**config.mk**
```make
export PLATFORM = sky130hd
export DESIGN_NAME = rom_word_fetcher_flat
export DESIGN_NICKNAME = d
export VERILOG_FILES = /design/src/rtl/mips86_rom_pkg.sv /design/src/rtl/rom_word_fetcher_if.sv /design/src/rtl/rom_word_assembler.sv /design/src/rtl/rom_word_fetcher.sv /design/src/flat_wrapper.sv
export SDC_FILE = /design/constraint.sdc
export NUM_CORES = 1
export LEC_CHECK = 0
export CAP_MARGIN = 25
export CORE_ASPECT_RATIO = 0.5
export CORE_UTILIZATION = 44
export DETAILED_ROUTE_END_ITERATION = 16
export GPL_TIMING_DRIVEN = 0
export PLACE_DENSITY = 0.81
export SLEW_MARGIN = 5
export SYNTH_ARGS = -nofsm -noshare
export SYNTH_HDL_FRONTEND = slang
export SYNTH_SLANG_ARGS = --single-unit
```
**constraint.sdc**
```tcl
create_clock -name clk -period 3.15 [get_ports clk]
set_input_delay 0.63 -clock clk [delete_from_list [all_inputs] [get_ports clk]]
set_output_delay 0.63 -clock clk [all_outputs]
set_load 0.05 [all_outputs]
```
**src/rtl/mips86_rom_pkg.sv**
```systemverilog
// Shared definitions for the boot-ROM word fetcher.
//   fetch_state_t  : fetcher FSM state encoding
//   WORD_BYTES     : bytes per MIPS word
//   BYTE_WIDTH     : ROM data port width
//   assemble_word  : packs four bytes (b0 at the lowest address) into a word
package mips86_rom_pkg;

   typedef enum logic [2:0] {
      IDLE   = 3'd0,
      RD_LO  = 3'd1,
      RD_HI  = 3'd2,
      CAP_HI = 3'd3,
      RESP   = 3'd4
   } fetch_state_t;

   localparam int WORD_BYTES = 4;
   localparam int BYTE_WIDTH = 8;

   // b0 is the byte at the word address; big-endian puts it in the MSB.
   function automatic logic [WORD_BYTES*BYTE_WIDTH-1:0] assemble_word(
      input logic [BYTE_WIDTH-1:0] b0,
      input logic [BYTE_WIDTH-1:0] b1,
      input logic [BYTE_WIDTH-1:0] b2,
      input logic [BYTE_WIDTH-1:0] b3,
      input logic                  big_endian
   );
      logic [WORD_BYTES*BYTE_WIDTH-1:0] word;
      if (big_endian) begin
         word = {b0, b1, b2, b3};
      end else begin
         word = {b3, b2, b1, b0};
      end
      return word;
   endfunction

endpackage

```
**src/rtl/rom_word_fetcher_if.sv**
```systemverilog
// Request/response channel between a fetch client and rom_word_fetcher.
//   req_valid/req_ready/req_addr : word fetch request (byte address)
//   rsp_valid/rsp_ready          : response handshake
//   rsp_data/rsp_err             : assembled word, error flag
// master = fetch client, slave = rom_word_fetcher.
interface rom_word_fetcher_if #(
   parameter int ADDR_WIDTH = 32
);
   logic                  req_valid;
   logic                  req_ready;
   logic [ADDR_WIDTH-1:0] req_addr;
   logic                  rsp_valid;
   logic                  rsp_ready;
   logic [31:0]           rsp_data;
   logic                  rsp_err;

   modport master (
      output req_valid, req_addr, rsp_ready,
      input  req_ready, rsp_valid, rsp_data, rsp_err
   );

   modport slave (
      input  req_valid, req_addr, rsp_ready,
      output req_ready, rsp_valid, rsp_data, rsp_err
   );
endinterface

```
**src/rtl/rom_word_assembler.sv**
```systemverilog
// Byte capture and word assembly for rom_word_fetcher.
//   clk, rst_n       : clock, async active-low reset
//   i_clear          : new request accepted, zero the response word
//   i_cap_lo         : ROM ports carry bytes 0/1 this cycle
//   i_cap_hi         : ROM ports carry bytes 2/3 this cycle, build the word
//   i_rom_data(_a)   : ROM port 0 / port A read data
//   o_rsp_data       : registered assembled word
module rom_word_assembler
   import mips86_rom_pkg::*;
#(
   parameter bit BIG_ENDIAN = 1'b1
) (
   input  logic                               clk,
   input  logic                               rst_n,
   input  logic                               i_clear,
   input  logic                               i_cap_lo,
   input  logic                               i_cap_hi,
   input  logic [BYTE_WIDTH-1:0]              i_rom_data,
   input  logic [BYTE_WIDTH-1:0]              i_rom_data_a,
   output logic [WORD_BYTES*BYTE_WIDTH-1:0]   o_rsp_data
);

   logic [BYTE_WIDTH-1:0]            r_b0;
   logic [BYTE_WIDTH-1:0]            r_b1;
   logic [WORD_BYTES*BYTE_WIDTH-1:0] r_rsp_data;

   // Low byte pair holding registers.
   always_ff @(posedge clk or negedge rst_n) begin
      if (!rst_n) begin
         r_b0 <= '0;
         r_b1 <= '0;
      end else if (i_cap_lo) begin
         r_b0 <= i_rom_data;
         r_b1 <= i_rom_data_a;
      end else begin
         r_b0 <= r_b0;
         r_b1 <= r_b1;
      end
   end

   // Response word: the high pair is taken straight off the ROM ports so the
   // word is ready on the same edge that leaves CAP_HI.
   always_ff @(posedge clk or negedge rst_n) begin
      if (!rst_n) begin
         r_rsp_data <= '0;
      end else if (i_clear) begin
         r_rsp_data <= '0;
      end else if (i_cap_hi) begin
         r_rsp_data <= assemble_word(r_b0, r_b1, i_rom_data, i_rom_data_a, BIG_ENDIAN);
      end else begin
         r_rsp_data <= r_rsp_data;
      end
   end

   assign o_rsp_data = r_rsp_data;

endmodule

```
**src/rtl/rom_word_fetcher.sv**
```systemverilog
// Boot-ROM word fetcher: reads a 32-bit word from the dual-port byte ROM,
// two bytes per cycle, and returns it on a valid/ready response channel.
// Misaligned or out-of-range addresses get an error response without a
// ROM access.
//   clk, rst_n          : clock, async active-low reset
//   bus                 : request/response channel (slave side)
//   o_rom_select(_a)    : ROM port 0 / port A byte address (0 when idle)
//   i_rom_data(_a)      : ROM port 0 / port A data, one clock after select
module rom_word_fetcher
   import mips86_rom_pkg::*;
#(
   parameter int ADDR_WIDTH = 32,
   parameter int BYTE_WIDTH = 8,
   parameter int ROM_SIZE   = 128,
   parameter int BIG_ENDIAN = 1
) (
   input  logic                  clk,
   input  logic                  rst_n,
   rom_word_fetcher_if.slave     bus,
   output logic [ADDR_WIDTH-1:0] o_rom_select,
   output logic [ADDR_WIDTH-1:0] o_rom_select_a,
   input  logic [BYTE_WIDTH-1:0] i_rom_data,
   input  logic [BYTE_WIDTH-1:0] i_rom_data_a
);

   // Highest legal word address, one bit wider so a huge address cannot wrap.
   localparam logic [ADDR_WIDTH:0] LP_LAST_WORD = (ADDR_WIDTH+1)'(ROM_SIZE - WORD_BYTES);

   fetch_state_t          r_state;
   fetch_state_t          w_next_state;
   logic [ADDR_WIDTH-1:0] r_addr;
   logic                  r_req_ready;
   logic                  r_rsp_valid;
   logic                  r_rsp_err;
   logic                  w_accept;
   logic                  w_addr_bad;
   logic [ADDR_WIDTH-1:0] w_sel;
   logic [ADDR_WIDTH-1:0] w_sel_a;
   logic [31:0]           w_rsp_data;

   assign w_accept   = bus.req_valid & r_req_ready;
   assign w_addr_bad = (bus.req_addr[1:0] != 2'b00) ||
                       ({1'b0, bus.req_addr} > LP_LAST_WORD);

   // Next-state logic.
   always_comb begin
      w_next_state = r_state;
      case (r_state)
         IDLE: begin
            if (w_accept) begin
               if (w_addr_bad) begin
                  w_next_state = RESP;
               end else begin
                  w_next_state = RD_LO;
               end
            end else begin
               w_next_state = IDLE;
            end
         end
         RD_LO:   w_next_state = RD_HI;
         RD_HI:   w_next_state = CAP_HI;
         CAP_HI:  w_next_state = RESP;
         RESP: begin
            if (bus.rsp_ready) begin
               w_next_state = IDLE;
            end else begin
               w_next_state = RESP;
            end
         end
         default: w_next_state = IDLE;
      endcase
   end

   // ROM select addresses, driven only while a read pair is in flight.
   always_comb begin
      w_sel   = '0;
      w_sel_a = '0;
      case (r_state)
         RD_LO: begin
            w_sel   = r_addr;
            w_sel_a = r_addr + ADDR_WIDTH'(1);
         end
         RD_HI: begin
            w_sel   = r_addr + ADDR_WIDTH'(2);
            w_sel_a = r_addr + ADDR_WIDTH'(3);
         end
         default: begin
            w_sel   = '0;
            w_sel_a = '0;
         end
      endcase
   end

   // State, latched address and registered handshake flags.
   always_ff @(posedge clk or negedge rst_n) begin
      if (!rst_n) begin
         r_state     <= IDLE;
         r_addr      <= '0;
         r_req_ready <= 1'b1;
         r_rsp_valid <= 1'b0;
         r_rsp_err   <= 1'b0;
      end else begin
         r_state     <= w_next_state;
         r_req_ready <= (w_next_state == IDLE);
         r_rsp_valid <= (w_next_state == RESP);
         if (w_accept) begin
            r_addr    <= bus.req_addr;
            r_rsp_err <= w_addr_bad;
         end else begin
            r_addr    <= r_addr;
            r_rsp_err <= r_rsp_err;
         end
      end
   end

   rom_word_assembler #(
      .BIG_ENDIAN (BIG_ENDIAN != 0)
   ) u_assembler (
      .clk          (clk),
      .rst_n        (rst_n),
      .i_clear      (w_accept),
      .i_cap_lo     (r_state == RD_HI),
      .i_cap_hi     (r_state == CAP_HI),
      .i_rom_data   (i_rom_data),
      .i_rom_data_a (i_rom_data_a),
      .o_rsp_data   (w_rsp_data)
   );

   assign bus.req_ready  = r_req_ready;
   assign bus.rsp_valid  = r_rsp_valid;
   assign bus.rsp_err    = r_rsp_err;
   assign bus.rsp_data   = w_rsp_data;
   assign o_rom_select   = w_sel;
   assign o_rom_select_a = w_sel_a;

endmodule

```
**src/flat_wrapper.sv**
```systemverilog
// flat-port wrapper written by rule: the top's interface ports become plain ports
module rom_word_fetcher_flat import mips86_rom_pkg::*;
#(
   parameter int ADDR_WIDTH = 32,
   parameter int BYTE_WIDTH = 8,
   parameter int ROM_SIZE   = 128,
   parameter int BIG_ENDIAN = 1
)
  (clk, rst_n, o_rom_select, o_rom_select_a, i_rom_data, i_rom_data_a, bus_req_valid, bus_req_addr, bus_rsp_ready, bus_req_ready, bus_rsp_valid, bus_rsp_data, bus_rsp_err);
  rom_word_fetcher_if #(.ADDR_WIDTH(ADDR_WIDTH)) bus_i ();
  input  logic clk;
  input  logic rst_n;
  output logic [ADDR_WIDTH-1:0] o_rom_select;
  output logic [ADDR_WIDTH-1:0] o_rom_select_a;
  input  logic [BYTE_WIDTH-1:0] i_rom_data;
  input  logic [BYTE_WIDTH-1:0] i_rom_data_a;
  input wire logic [$bits(bus_i.req_valid)-1:0] bus_req_valid;
  input wire logic [$bits(bus_i.req_addr)-1:0] bus_req_addr;
  input wire logic [$bits(bus_i.rsp_ready)-1:0] bus_rsp_ready;
  output wire logic [$bits(bus_i.req_ready)-1:0] bus_req_ready;
  output wire logic [$bits(bus_i.rsp_valid)-1:0] bus_rsp_valid;
  output wire logic [$bits(bus_i.rsp_data)-1:0] bus_rsp_data;
  output wire logic [$bits(bus_i.rsp_err)-1:0] bus_rsp_err;
  assign bus_i.req_valid = bus_req_valid;
  assign bus_i.req_addr = bus_req_addr;
  assign bus_i.rsp_ready = bus_rsp_ready;
  assign bus_req_ready = bus_i.req_ready;
  assign bus_rsp_valid = bus_i.rsp_valid;
  assign bus_rsp_data = bus_i.rsp_data;
  assign bus_rsp_err = bus_i.rsp_err;
  rom_word_fetcher #(.ADDR_WIDTH(ADDR_WIDTH), .BYTE_WIDTH(BYTE_WIDTH), .ROM_SIZE(ROM_SIZE), .BIG_ENDIAN(BIG_ENDIAN)) u_core (.clk(clk), .rst_n(rst_n), .bus(bus_i), .o_rom_select(o_rom_select), .o_rom_select_a(o_rom_select_a), .i_rom_data(i_rom_data), .i_rom_data_a(i_rom_data_a));
endmodule
```
# Yosys cells after proc, flatten, opt, wreduce, memory -nomap -nowiden
# Index checks and enable logic that the tools add are counted.
# op_classes
order_cmp	1
reduce_logical	5
addsub	3
multipliers	0
mux	8
shifts	0
n_eq_ne	5
n_bitwise	1
div	0
# ops
cell	n
case mux 32 bit (2 select lines)	2
adder 32 x 2 -> 32 bit (second input constant)	2
two-way mux 32 bit	2
adder 32 x 1 -> 32 bit (second input constant)	1
> comparator 32 x 7 -> 1 bit (second input constant)	1
case mux 3 bit (5 select lines)	1
two-way mux 3 bit	3
equality test 3 x 2 -> 1 bit (second input constant)	2
equality test 3 bit (second input constant)	2
zero test 3 bit	2
nonzero test 2 bit	2
equality test 3 x 1 -> 1 bit (second input constant)	1
AND 1 bit	1
logical OR 1 bit	1
# word_totals
reg_bits	86
latchBits	0
mem_count	0
mem_bits_rw	0
input_bits	52
mem_bits_ro	0
elab_cells	31

# Logic depth before layout (Yosys ltp)
# logic_depth
depth_word	6
mapped_depth	10
ltp_nobuf	7

# By module
# Synthesis repeated with hierarchy kept, for this count alone.
# hier_totals
hier_cells	565
hier_area_um2	5360.1
# by_module_without_submodules
mod	area_per_inst_um2	seq_area_each_um2	n_inst	cells_per_inst
rom_word_fetcher	3405.8	952.2	1	428
rom_word_assembler	1954.4	1201.2	1	137

# Worst setup path after synthesis
# OpenSTA, ideal clock, no wires.
# synth_path
kind	register to output
startpoint	register u_core.r_state[2]
endpoint	output port o_rom_select_a[26]
n_path_buf	3
required_ns	2.520
t_arrival_ns	3.492
path_slack_ns	-0.972
stages_incl_launch_ff	11
path_cell_list	dfrtp_1 -> clkbuf_1 -> or3b_1 -> inv_2 -> clkbuf_1 -> fa_1 -> nand3_1 -> or3_1 -> clkbuf_1 -> or4_1 -> a21oi_1
# synth_via
elab_chain_len	2
word_cells_on_any_way	3
# synth_rtl
element	line	source
start, declared	rom_word_fetcher.sv:29	fetch_state_t r_state;
start signal, assigned	rom_word_fetcher.sv:103	r_state <= w_next_state;
equality test 3 x 2 -> 1 bit or equality test 3 x 1 -> 1 bit (tied branches)	rom_word_fetcher.sv:78	case (r_state)
case mux 32 bit (2 select lines) *	rom_word_fetcher.sv:78	
end, declared	flat_wrapper.sv:14	output logic [ADDR_WIDTH-1:0] o_rom_select_a;
# Mark *: on every way between the ends. The rest lies on a longest branch, timed or not.

# Worst setup path in the final report
# layout_path
startpoint	register u_core.r_state[2]
endpoint	output port o_rom_select_a[28]
# The elaborated chain is that of the path after synthesis.

==> impl.org <==
** Layout
- After routing the design area is approximately 0.0083 mm².
- After the flow finishes, the layout carries non-filler instances totaling between 1k and 1.5k.
- Final net count :: 942
- The post-route netlist has a little over a quarter of its cells at a drive strength greater than 1.
- Summing all flip-flop and latch instances after layout gives between 0.002 and 0.0025 mm².
- The layout has ~940 filler cells.
- The repair_antennas step left the layout with diodes totalling 0.
- Multi-input gate area in the final layout :: approximately 0.0034 mm²
- Utilization after layout :: ~70%
- From synthesis to final layout, the design area changed by 53.9%.

** Logic synthesis
- The cell area that synthesis handed to floorplanning was 0.00539 mm².
- Among all flip-flop cells after synthesis, the most frequent one is sky130_fd_sc_hd__dfrtp_1.
- Number of enable flip-flop cells after synthesis :: 0
- The synthesized design contains 86 register bits.
- The synthesized design spends more area on one cell type than any other, namely sky130_fd_sc_hd__dfrtp_1.
- The top cell type by area accounts for 39.5% of the synthesized area.
- The commonest cells after synthesis are 221 x sky130_fd_sc_hd__nand2_1, 85 x sky130_fd_sc_hd__dfrtp_1, 64 x sky130_fd_sc_hd__a21oi_1.
- Top post-synthesis cells by area :: sky130_fd_sc_hd__dfrtp_1 39%, sky130_fd_sc_hd__nand2_1 15%, sky130_fd_sc_hd__a21oi_1 5.9%, sky130_fd_sc_hd__o21ai_0 3.3%, sky130_fd_sc_hd__clkbuf_1 2.8%
- Post-Syn Instances :: about 700
- Part of the Yosys area used for sequential elements :: around 40%
- In the post-synthesis netlist, the cell with the most instances is sky130_fd_sc_hd__nand2_1.
- When the netlist entered floorplanning its net count stood at ~760.
- In this run, distinct cell masters in the synthesized netlist total 60.
- Yosys printed 0 warnings.
- Share of synthesized flip-flops with an asynchronous set or reset :: 100%
- Averaged over all synthesized cells, the footprint is approximately 7.7 µm².

** Die
- Measured along the x axis, the die boundary spans around 160 µm.
- Count of standard-cell rows :: 28
- Total Die Area :: around 0.013 mm²
- Die Span Y :: approximately 80 µm
- Core Box Area :: ~0.012 mm²
- Io pins :: between 150 and 200
- Effective utilization at floorplan :: 45.4%

** Global routing
- Antenna violations before repair :: 0
- All-Layer GR Usage :: 32.2%
- Sum of overflow across all layers after global routing :: 0
- Largest net degree at the start of global routing :: between 50 and 60
- Vias in the first global route :: a little under 6k
- The first global-routing pass estimated about 31000 µm of wire.

** Routing
- Mean routed wirelength per cell :: ~19 µm
- Number of vias per cell :: between 5 and 6
- After the first detailed-routing iteration, the DRC count stood at 540.
- The routed layout has 6184 vias.
- DRC violations left :: 0
- The first detailed-routing pass took 5 iterations.
- Total wire length after detailed routing :: between 20000 and 25000 µm
- Post-route antenna net violation count :: 0

** STA
- Clock skew on the completed layout was measured at around 0.011 ns.
- Final slew viol count :: 0
- Total Negative Setup Slacks :: -7.12 ns
- Setup repair after global routing could not meet its margin everywhere.
- After layout, the minimum clock period comes to roughly 3.6 ns.
- The total count of hold-check failures in the final report is 0.
- At the pin with the least slew margin, the transition time is just over 0.7 ns.
- Static timing analysis puts the maximum clock frequency at ~0.27 GHz.
- Slew Limit Headroom :: between 50% and 60%
- Final worst-path cycle share :: 116%
- WHS :: 0.205 ns
- Across all setup checks in the final design, the least slack found is -0.493 ns.
- Final setup fails :: 26

** Critical path
- Required time worst endpoint :: 2.52 ns
- Crit. End Element :: output pin
- Worst EP arrival :: between 3 and 4 ns
- Of all nets on the critical path, the largest fanout is 7.
- The worst setup path is launched from a register.
- The worst setup path is of the register to output pin kind.

** CTS
- Buffers inserted during clock tree synthesis total 9.
- Number of levels the H-tree was split into :: 3
- Clock tree from TritonCTS :: yes
- Number of buffers on the longest clock path :: 2
- Clock-pin slew on the worst setup and hold paths :: 0.08 ns
- The tree is rooted in a sky130_fd_sc_hd__clkbuf_16.
- Later-pin clock latency in the skew report :: around 0.35 ns
- For this design, the sink count on the clock tree is 86.

** Hold path
- In this run the worst hold path is classified as input pin to async pin.

** Place
- Routability-driven placement congestion ratio :: between 0.9 and 1
- Including well taps, the total number of placed cells is around 1k.
- Detailed placement finished with a half-perimeter wire length of ~14000 µm.
- Before CTS, the worst setup slack after placement is -1.18 ns.
- Once placement finished, the instance area stood at between 0.007 and 0.008 mm².
- Number of buffers added on ports :: 150

** Run status
- The run finished, with violations left.
- Violations in the final reports :: setup timing

** Power and ir drop
- Power per Cell Area :: 586 mW/mm²
- Leak pwr :: ~3.4 nW
- Across the VDD grid, the largest voltage drop is 0.351 mV.
- Pwr Total :: 4.86 mW

** Flow run
- Max-cap violations in this run came to 0.
-- cell families (layout without fill, tap and decap cells) --
| family | after synthesis | count (layout) | synth area share [%] |
|---|---|---|---|
| and+or+nand+nor | 377 | 377 | 33.6 |
| AOI/OAI and AO/OA | 144 | 144 | 15.6 |
| DFF | 86 | 86 | 40.0 |
| buffers and inverters | 77 | 267 | 7.45 |
| xor gates and xnor gates | 10 | 10 | 1.63 |
| muxes | 5 | 5 | 0.929 |
| adders and majority gates | 3 | 3 | 0.836 |
-- report_power, final --
group | switching (mW) | internal [mW] | total, mW | leakage (nW)
registers | 0.216 | 1.32 | 1.54 | 1.05
clock network | 0.540 | 0.564 | 1.10 | 0.148
logic | 1.46 | 0.755 | 2.21 | 2.20
total | 2.22 | 2.64 | 4.86 | 3.40
-- critical path, cell delays in order, from the launching register on --
cell                        delay [ns]
sky130_fd_sc_hd__dfrtp_2          0.45
sky130_fd_sc_hd__or3b_4           0.41
sky130_fd_sc_hd__clkinv_4         0.07
sky130_fd_sc_hd__clkbuf_16        0.13
sky130_fd_sc_hd__fa_2             0.25
sky130_fd_sc_hd__nand3_4          0.11
sky130_fd_sc_hd__or3_4            0.35
sky130_fd_sc_hd__buf_8            0.15
sky130_fd_sc_hd__or4_4            0.43
sky130_fd_sc_hd__a21oi_4          0.16
sky130_fd_sc_hd__buf_8            0.16
-- cells in the final DEF, fill, tap and decap left out, drive strengths merged, types with 14 or more instances in the layout --
| cell | instances |
|---|---|
| nand2 | 221 |
| o21ai | 36 |
| or3 | 15 |
| nor3 | 14 |
| nor2 | 20 |
| buf | 104 |
| nor4 | 20 |
| dfrtp | 85 |
| nand4 | 20 |
| clkbuf | 48 |
| nand3 | 17 |
| inv | 14 |
| a21oi | 64 |
| clkdlybuf4s50 | 85 |
-- worst paths after layout --
check	endpoint	slack [ns]	startpoint	cells after the start
min in group clk	u_core.u_assembler.r_b0[5]	0.48	u_core.u_assembler.r_b0[5]	2
min reg2reg	u_core.u_assembler.r_b0[5]	0.48	u_core.u_assembler.r_b0[5]	2
max in group asynchronous	u_core.bus.req_ready	2.26	rst_n	2
max reg2reg	u_core.u_assembler.o_rsp_data[15]	1.01	u_core.r_state[1]	7
min	u_core.u_assembler.o_rsp_data[10]	0.20	rst_n	1
max	o_rom_select_a[28]	-0.49	u_core.r_state[2]	10
-- metal layers --
layer | track usage (%) | vias to the layer above | share of wire, %
li1 | - | 2812 | -
met1 | 42.6 | 3001 | 42
met4 | 10.0 | 0 | 2.2
met5 | 0 | - | 0
met2 | 52.1 | 324 | 46
met3 | 7.88 | 47 | 10
-- flip-flops by register name (all words and copies together) (netlist names) --
| register | flops |
|---|---|
| u_core.bus.rsp_valid | 1 |
| u_core.u_assembler.r_b0 | 8 |
| u_core.r_state | 3 |
| u_core.u_assembler.r_b1 | 8 |
| u_core.u_assembler.o_rsp_data | 32 |
| u_core.r_addr | 32 |
| u_core.bus.req_ready | 1 |
| u_core.bus.rsp_err | 1 |
-- layout make-up --
type                       count  share of cell area (%)
clock buffer                   9                    2.72
tap                          165                    2.49
buffer                        57                    4.80
multi-input combinational    539                    41.4
clock inverter                 7                   0.920
sequential                    86                    26.0
timing repair buffer         181                    20.9
inverter                      13                   0.815
-- repair_timing --
action                                  in CTS  in global routing
setup buffers                               15                 14
hold buffers                                 0                  0
cloned                                       1                  0
endpoints found under the setup margin      64                 57
hold endpoints to repair                     0                  0
pin swaps                                   12                 20
resized for setup                          365                118
Note: power is estimated with default switching activity, not from simulation.
